--- src/rtl/serializer_pkg.sv ---
// Shared types and helpers for the parallel-in/serial-out transmitter.
// SERIALIZER_PARITY_EN adds the PARITY state used for a trailing even-parity beat.
package serializer_pkg;

  localparam int DW_DEFAULT = 64;

  function automatic int cnt_width(input int dw);
    return (dw > 1) ? $clog2(dw) : 1;
  endfunction

  localparam int CW = cnt_width(DW_DEFAULT);

  typedef enum logic [1:0] {
    IDLE   = 2'd0,
`ifdef SERIALIZER_PARITY_EN
    SHIFT  = 2'd1,
    PARITY = 2'd2
`else
    SHIFT  = 2'd1
`endif
  } state_e;

endpackage

--- src/rtl/serializer_if.sv ---
// Parallel word handshake plus serial strobe/data bundle for the serializer.
// Handshake: a word transfers on a posedge where in_valid & in_ready are both 1;
// in_valid must not depend on in_ready, and in must stay stable while in_valid is high.
interface serializer_if #(
    parameter int DW = 64
);
    logic          in_valid;
    logic          in_ready;
    logic [DW-1:0] in;
    logic          stall;
    logic          en;
    logic          out;
    logic          busy;

    modport master (
        output in_valid,
        output in,
        output stall,
        input  in_ready,
        input  en,
        input  out,
        input  busy
    );

    modport slave (
        input  in_valid,
        input  in,
        input  stall,
        output in_ready,
        output en,
        output out,
        output busy
    );
endinterface

--- src/rtl/serializer_ctrl.sv ---
// Frame FSM, beat counter and input handshake of the serializer.
// With SERIALIZER_PARITY_EN a PARITY beat follows the DW data beats.
module serializer_ctrl
    import serializer_pkg::*;
#(
    parameter int DW = 64
) (
    input  logic   clk,
    input  logic   rst,
    input  logic   in_valid_i,
    input  logic   stall_i,
    output logic   in_ready_o,
    output logic   accept_o,
    output logic   en_o,
    output logic   busy_o,
    output state_e state_o
);

    localparam int             CWL  = cnt_width(DW);
    localparam logic [CWL-1:0] LAST = CWL'(DW - 1);

    state_e         state_q;
    logic [CWL-1:0] cnt_q;
    logic           active;
    logic           data_last;
    logic           frame_end;

    assign active    = (state_q != IDLE);
    assign en_o      = active & ~stall_i;
    assign data_last = en_o & (state_q == SHIFT) & (cnt_q == LAST);

`ifdef SERIALIZER_PARITY_EN
    assign frame_end = en_o & (state_q == PARITY);
`else
    assign frame_end = data_last;
`endif

    // A stalled last beat is not a last beat, so it cannot accept either.
    assign in_ready_o = ~rst & (~active | frame_end);
    assign accept_o   = in_valid_i & in_ready_o;
    assign busy_o     = active;
    assign state_o    = state_q;

    always_ff @(posedge clk) begin
        if (rst) begin
            state_q <= IDLE;
            cnt_q   <= '0;
        end else if (accept_o) begin
            state_q <= SHIFT;
            cnt_q   <= '0;
        end else if (en_o) begin
            case (state_q)
                SHIFT: begin
                    if (data_last) begin
                        cnt_q   <= '0;
`ifdef SERIALIZER_PARITY_EN
                        state_q <= PARITY;
`else
                        state_q <= IDLE;
`endif
                    end else begin
                        cnt_q <= cnt_q + CWL'(1);
                    end
                end
`ifdef SERIALIZER_PARITY_EN
                PARITY: state_q <= IDLE;
`endif
                default: state_q <= IDLE;
            endcase
        end
    end

endmodule

--- src/rtl/serializer.sv ---
// Parallel-in, serial-out transmitter: MSB-first bits with an enable strobe.
// Optional even-parity trailer beat when SERIALIZER_PARITY_EN is defined.
module serializer
    import serializer_pkg::*;
#(
    parameter int DW = 64
) (
    input  logic        clk,
    input  logic        rst,
    serializer_if.slave bus,
    output state_e      state_o
);

    logic          accept;
    logic          en;
    logic          busy;
    logic          ready;
    state_e        state;
    logic [DW-1:0] sreg_q;
    logic [DW-1:0] sreg_d;
    logic          out_bit;

    serializer_ctrl #(
        .DW(DW)
    ) u_ctrl (
        .clk        (clk),
        .rst        (rst),
        .in_valid_i (bus.in_valid),
        .stall_i    (bus.stall),
        .in_ready_o (ready),
        .accept_o   (accept),
        .en_o       (en),
        .busy_o     (busy),
        .state_o    (state)
    );

    always_comb begin
        sreg_d = sreg_q;
        if (accept) begin
            sreg_d = bus.in;
        end else if (en && (state == SHIFT)) begin
            sreg_d = {sreg_q[DW-2:0], 1'b0};
        end
    end

    always_ff @(posedge clk) begin
        if (rst) begin
            sreg_q <= '0;
        end else begin
            sreg_q <= sreg_d;
        end
    end

`ifdef SERIALIZER_PARITY_EN
    logic par_q;
    logic par_d;

    assign par_d = accept ? ^bus.in : par_q;

    always_ff @(posedge clk) begin
        if (rst) begin
            par_q <= 1'b0;
        end else begin
            par_q <= par_d;
        end
    end
`endif

    // The MSB holds the bit on the wire while stalled, so out is stable for free.
    always_comb begin
        out_bit = 1'b0;
        case (state)
            SHIFT:  out_bit = sreg_q[DW-1];
`ifdef SERIALIZER_PARITY_EN
            PARITY: out_bit = par_q;
`endif
            default: out_bit = 1'b0;
        endcase
    end

    assign bus.in_ready = ready;
    assign bus.en       = en;
    assign bus.out      = out_bit;
    assign bus.busy     = busy;
    assign state_o      = state;

endmodule

--- src/flat_wrapper.sv ---
// flat-port wrapper written by rule: the top's interface ports become plain ports
module serializer_flat import serializer_pkg::*;
#(
    parameter int DW = 64
)
  (clk, rst, state_o, bus_in_valid, bus_in, bus_stall, bus_in_ready, bus_en, bus_out, bus_busy);
  serializer_if #(.DW(DW)) bus_i ();
  input  logic clk;
  input  logic rst;
  output state_e state_o;
  input wire logic [$bits(bus_i.in_valid)-1:0] bus_in_valid;
  input wire logic [$bits(bus_i.in)-1:0] bus_in;
  input wire logic [$bits(bus_i.stall)-1:0] bus_stall;
  output wire logic [$bits(bus_i.in_ready)-1:0] bus_in_ready;
  output wire logic [$bits(bus_i.en)-1:0] bus_en;
  output wire logic [$bits(bus_i.out)-1:0] bus_out;
  output wire logic [$bits(bus_i.busy)-1:0] bus_busy;
  assign bus_i.in_valid = bus_in_valid;
  assign bus_i.in = bus_in;
  assign bus_i.stall = bus_stall;
  assign bus_in_ready = bus_i.in_ready;
  assign bus_en = bus_i.en;
  assign bus_out = bus_i.out;
  assign bus_busy = bus_i.busy;
  serializer #(.DW(DW)) u_core (.clk(clk), .rst(rst), .bus(bus_i), .state_o(state_o));
endmodule
--- config.mk ---
export PLATFORM = sky130hd
export DESIGN_NAME = serializer_flat
export DESIGN_NICKNAME = d
export VERILOG_FILES = /design/src/rtl/serializer_pkg.sv /design/src/rtl/serializer_if.sv /design/src/rtl/serializer_ctrl.sv /design/src/rtl/serializer.sv /design/src/flat_wrapper.sv
export SDC_FILE = /design/constraint.sdc
export NUM_CORES = 1
export LEC_CHECK = 0
export BUFFER_PORTS_ARGS = -buffer_cell sky130_fd_sc_hd__buf_2
export CORE_AREA = 10 10 113 115
export DETAILED_ROUTE_END_ITERATION = 12
export DIE_AREA = 0 0 123 125
export SLEW_MARGIN = 40
export SYNTH_ARGS = -nofsm -noshare
export SYNTH_HDL_FRONTEND = slang
export SYNTH_SLANG_ARGS = --single-unit
--- constraint.sdc ---
create_clock -name clk -period 3.45 [get_ports clk]
set_input_delay 0.345 -clock clk [delete_from_list [all_inputs] [get_ports clk]]
set_output_delay 0.345 -clock clk [all_outputs]
set_load 0.02 [all_outputs]
Yosys cells after proc, flatten, opt, wreduce, memory -nomap -nowiden --
Cells that the tools add are included.
Operators by class: bitwise logic cells 9, add/sub/neg operators 1, reductions and logical operators 8, equal/unequal tests 4, multiplexer cells 8, shift operators 0, div/mod/pow operators 0, multiply operators 0, order comparisons 0
Operators with widths (count):
- $mux 64 | 2
- $add 6x1->6 const B | 1
- $eq 6x6->1 const B | 1
- $mux 6 | 1
- $reduce_and 2->1 | 3
- $reduce_bool 2->1 | 3
- $and 1x1->1 | 5
- $mux 2 | 2
- $mux 1 | 3
- $ne 3x2->1 const B | 1
- $not 1->1 | 3
- $eq 2x1->1 const B | 1
- $ne 2x2->1 const B | 1
- $reduce_or 2->1 | 1
- $logic_and 1x1->1 | 1
- $or 1x1->1 | 1
Word-level totals: ROM bits 0, input bits 68, word-level logic and storage cells 34, output and inout bits 6, memory bits (writable) 0, memories kept 0, latch bits 0, register bits after elaboration 72

Logic depth before layout (Yosys ltp) --
depth in word-level cells 9, depth in mapped cells 6, mapped depth without buffers 4

Cells and area by module --
A second synthesis with hierarchy kept.
Second synthesis, totals: cell total of the unflattened synthesis 400, area, all modules 3933.8 um2
By module, submodules not included:
- serializer | times used 1, cells an instance 357, area each 3540.9 um2, sequential area each 1281.2 um2
- serializer_ctrl | times used 1, cells an instance 43, area each 392.9 um2, sequential area each 140.1 um2

Worst setup path before layout --
Ideal clock, no wire load.
kind register to register, start point register u_core.u_ctrl.state_q[0], in the netlist u_core.u_ctrl.state_o[0], end point register u_core.sreg_q[10], library setup time 121 ps, data arrival time 1635 ps, slack 1694 ps, path buffers 2, stages on the path, launching flop included 6, required time 3329 ps, clock period less this slack 1756 ps, cell sequence dfxtp_1 buf_4 nand4b_4 o21ai_4 buf_6 mux2_2
On the way: cells in the longest elaborated chain, start to end 8, elaborated cells between the ends (all ways) 12, those cells by class 1 x eq/ne; 1 x mux; 7 x bitwise; 3 x reduce/logical
RTL lines:
- from (decl) | line serializer_ctrl.sv:22 | state_e state_q;
- from (signal assigned) | line serializer_ctrl.sv:46 | state_q <= IDLE;
- from (signal assigned) | line serializer_ctrl.sv:49 | state_q <= SHIFT;
- from (signal assigned) | line serializer_ctrl.sv:59 | state_q <= IDLE;
- $reduce_bool 2->1 | line serializer_ctrl.sv:28 | assign active = (state_q != IDLE);
- $and 1x1->1 | line serializer_ctrl.sv:29 | assign en_o = active & ~stall_i;
- $and 1x1->1 (2 in series) | line serializer_ctrl.sv:30 | assign data_last = en_o & (state_q == SHIFT) & (cnt_q == LAST);
- $or 1x1->1 | line serializer_ctrl.sv:39 | assign in_ready_o = ~rst & (~active | frame_end);
- $and 1x1->1 | line serializer_ctrl.sv:39
- $and 1x1->1 | line serializer_ctrl.sv:40 | assign accept_o = in_valid_i & in_ready_o;
- $mux 64 or $reduce_bool 2->1 (tied branches)
- to (signal assigned) | line serializer.sv:50 | sreg_q <= sreg_d;
- to (decl) | line serializer.sv:19 | logic [DW-1:0] sreg_q;
Several ways; a longest one is shown, not always the timed one. A chain may end at the register's enable or synchronous reset.

Worst setup path after layout --
start point register u_core.u_ctrl.state_q[0], in the netlist u_core.u_ctrl.state_o[0], end point output bus_out
On the way: cells in the longest elaborated chain, start to end 2
RTL lines:
- $eq 2x1->1 | line serializer.sv:72 | case (state)
- $mux 1 | line serializer.sv:72
- to (decl) | line flat_wrapper.sv:16 | output wire logic [$bits(bus_i.out)-1:0] bus_out;
No other way between the ends.

==> impl_metrics.json <==
{
  "num_antenna_cells": 0,
  "cts_tree": "yes",
  "track_usage": 0.132,
  "peakVddDrop_mv": 0.193,
  "drive_above_1_share": 0.270,
  "tightest_slew_ns": 0.625,
  "hp-class": "in -> reg",
  "setup_viol_count_final": 0,
  "clockRootBuffer": "clkbuf_8",
  "synth_nets": 619,
  "rows": 38,
  "routed_wl_mm": 10.1,
  "drc": 0,
  "p_sw_frac": 0.264,
  "startpoint": "u_core.u_ctrl.state_o[0]$_SDFFE_PP0P_",
  "layout_common_cells": "buf_2, dfxtp_1, nand2b_1, nand2_1",
  "htree_levels": 3,
  "grt_max_degree": 106,
  "critPathMaxFanout": 105,
  "ys_ff_latch": 71,
  "syn_area_per_cell_um2": 8.37,
  "die_y_um": 125,
  "cts_resized": 0,
  "gp_congestion": 0.751,
  "power_density_mw_per_mm2": 394,
  "ys_warn_count": 0,
  "dieArea_mm2": 0.0154,
  "die_x_um": 123,
  "fin_skew_ns": 0.00752,
  "core_mm2": 0.0106,
  "clkLatencyLatePin_ns": 0.34,
  "status": "finished clean",
  "rsz0062_at_grt": "false",
  "critPathCaptureType": "output pin",
  "hold_ws_ns": 0.285,
  "drtAntennaViolNets": 0,
  "grt.overflow.total": 0,
  "clock_path_buffers": 2,
  "slew_viol_final": 0,
  "clk_pin_slew_ns": 0.08,
  "r2r-start": "u_core.u_ctrl.cnt_q[0]$_SDFFE_PP0P_",
  "p_leak_uw": 0.00188,
  "cts_setup_buffers": 0,
  "nNetsFinal": 656,
  "grt_antenna_before_repair": 0,
  "yosysSeqAreaShare": 0.309,
  "via_per_inst": 5.34,
  "finalCritPeriodShare": 0.649,
  "io_buffers": 72,
  "cap_viol_max_count": 0,
  "share_seq_of_total_power": 0.464,
  "clock-sinks": 71,
  "wl_per_cell_um": 13.8,
  "comb_power_share": 0.172,
  "area_delta_synth_final_pct": 12.3,
  "synthesis.area_mm2": 0.00460,
  "hold_viol_final": 0,
  "synthCells": 550,
  "min_period_ns": 2.24,
  "hold_buffers": 0,
  "first_pass_iters": 4,
  "critical_path_class": "reg -> out",
  "grt_pass1_vias": 3905,
  "p_int_uw": 1500,
  "dp_hpwl_mm": 6.54,
  "dr.first_iter.drc_count": 227,
  "clkPwrFrac": 0.364,
  "p_sw_uw": 537,
  "hold_start": "bus_in[40]",
  "grt_pass1_wl_mm": 17.3,
  "cp.arrival_ns": 1.90,
  "synth_cell_types": 34,
  "cts_made_buffers": 9,
  "fmax_mhz": 446,
  "start_util": 0.434,
  "slew_headroom": 0.584,
  "finalSetupTns_ns": 0,
  "num_io_pins": 74,
  "cp.required_ns": 3.11,
  "startpoint_type": "flop",
  "vias": 3912
}
-- state kept, by name (all words and copies together) (netlist names) --
register and flops:
u_core.u_ctrl.cnt_q 6, u_core.sreg_q 64, u_core.u_ctrl.state_o 1
-- synthesized netlist by cell type --
cell type   n  area share
a211oi_1    3      0.0049
a21oi_1     5      0.0054
a2bb2oi_1   1      0.0019
a31oi_1    62       0.084
and2_1      2      0.0027
and3_1      1      0.0014
buf_1       3      0.0024
buf_2       3      0.0033
buf_4       4      0.0065
buf_6       6       0.015
clkbuf_1   35       0.029
conb_1      1     0.00081
dfxtp_1    71        0.31
ha_1        1      0.0027
inv_1       6      0.0049
mux2_2     63        0.15
nand2_1    65       0.053
nand2b_1   65       0.088
nand3_1     4      0.0043
nand3b_1   63        0.10
nand4_1     1      0.0014
nand4b_4    1      0.0052
nor2_1      3      0.0024
nor2b_1    63       0.086
nor3_1      1      0.0011
nor3b_1     1      0.0016
nor4bb_1    1      0.0022
o211a_1     1      0.0022
o211ai_1    4      0.0065
o21ai_0     4      0.0043
o21ai_4     1      0.0035
or3_1       3      0.0041
or4b_2      1      0.0022
xor2_1      1      0.0019
-- power groups by stage --
| stage | clock, uW | combinational, uW | sequential [uW] |
|---|---|---|---|
| after floorplan | 0 | 287 | 944 |
| after global placement | 0 | 342 | 957 |
| after detailed placement | 0 | 353 | 961 |
| after CTS | 768 | 355 | 942 |
| after global routing | 792 | 394 | 953 |
| final | 741 | 350 | 943 |
-- metal layers --
metal	vias to the layer above	wire length (um)	track usage
met5	-	0	0
met4	0	139	0.0432
met3	11	594	0.0410
met2	64	5050	0.236
met1	1863	4340	0.143
li1	1974	-	-
-- cell families (layout without fill, tap and decap cells) --
family / count (synthesis) / in the layout / share of synthesized area
flip-flops: 71 / 71 / 0.309
AO/OA/AOI/OAI: 81 / 81 / 0.113
other: 1 / 1 / 0.000815
adder cells (fa/ha/maj): 1 / 1 / 0.00272
AND/OR/NAND/NOR: 275 / 275 / 0.358
XOR/XNOR: 1 / 1 / 0.00190
buffers and inverters: 57 / 99 / 0.0603
multiplexers: 63 / 63 / 0.154
-- critical path, cell delays in order, from the launching register on --
cell and delay (ns):
dfxtp_4 0.56, buf_6 0.52, and2_1 0.25, buf_2 0.17
-- per-stage QoR --
step                       util  instances  area, um2  total power (uW)  setup WS, ns
after detailed placement  0.466        716       4940              1310          1.30
after CTS                 0.487        732       5160              2060         0.972
after global routing      0.487        732       5170              2140          1.07
after global placement    0.466        716       4940              1300          1.32
after floorplan               -        550       4600              1230          1.69
final                     0.487        732       5170              2030          1.21
-- area by class of cell --
cell class                 instances  area [um2]
inverter                           6        22.5
tap                              140         175
fill                            1045        5440
multi-input combinational        422        2900
timing repair buffer              77         419
sequential                        71        1430
clock inverter                     6        83.8
clock buffer                      10         138
-- worst paths after layout --
check / depth (start not counted) / to / slack, ns
min reg2reg: 2 / u_core.u_ctrl.cnt_q[1]$_SDFFE_PP0P_ / 0.48
min: 3 / u_core.sreg_q[40]$_SDFFE_PP0P_ / 0.29
max: 3 / bus_out / 1.21
max reg2reg: 5 / u_core.sreg_q[8]$_SDFFE_PP0P_ / 1.49
No activity file was read; power rests on OpenSTA's default activity.
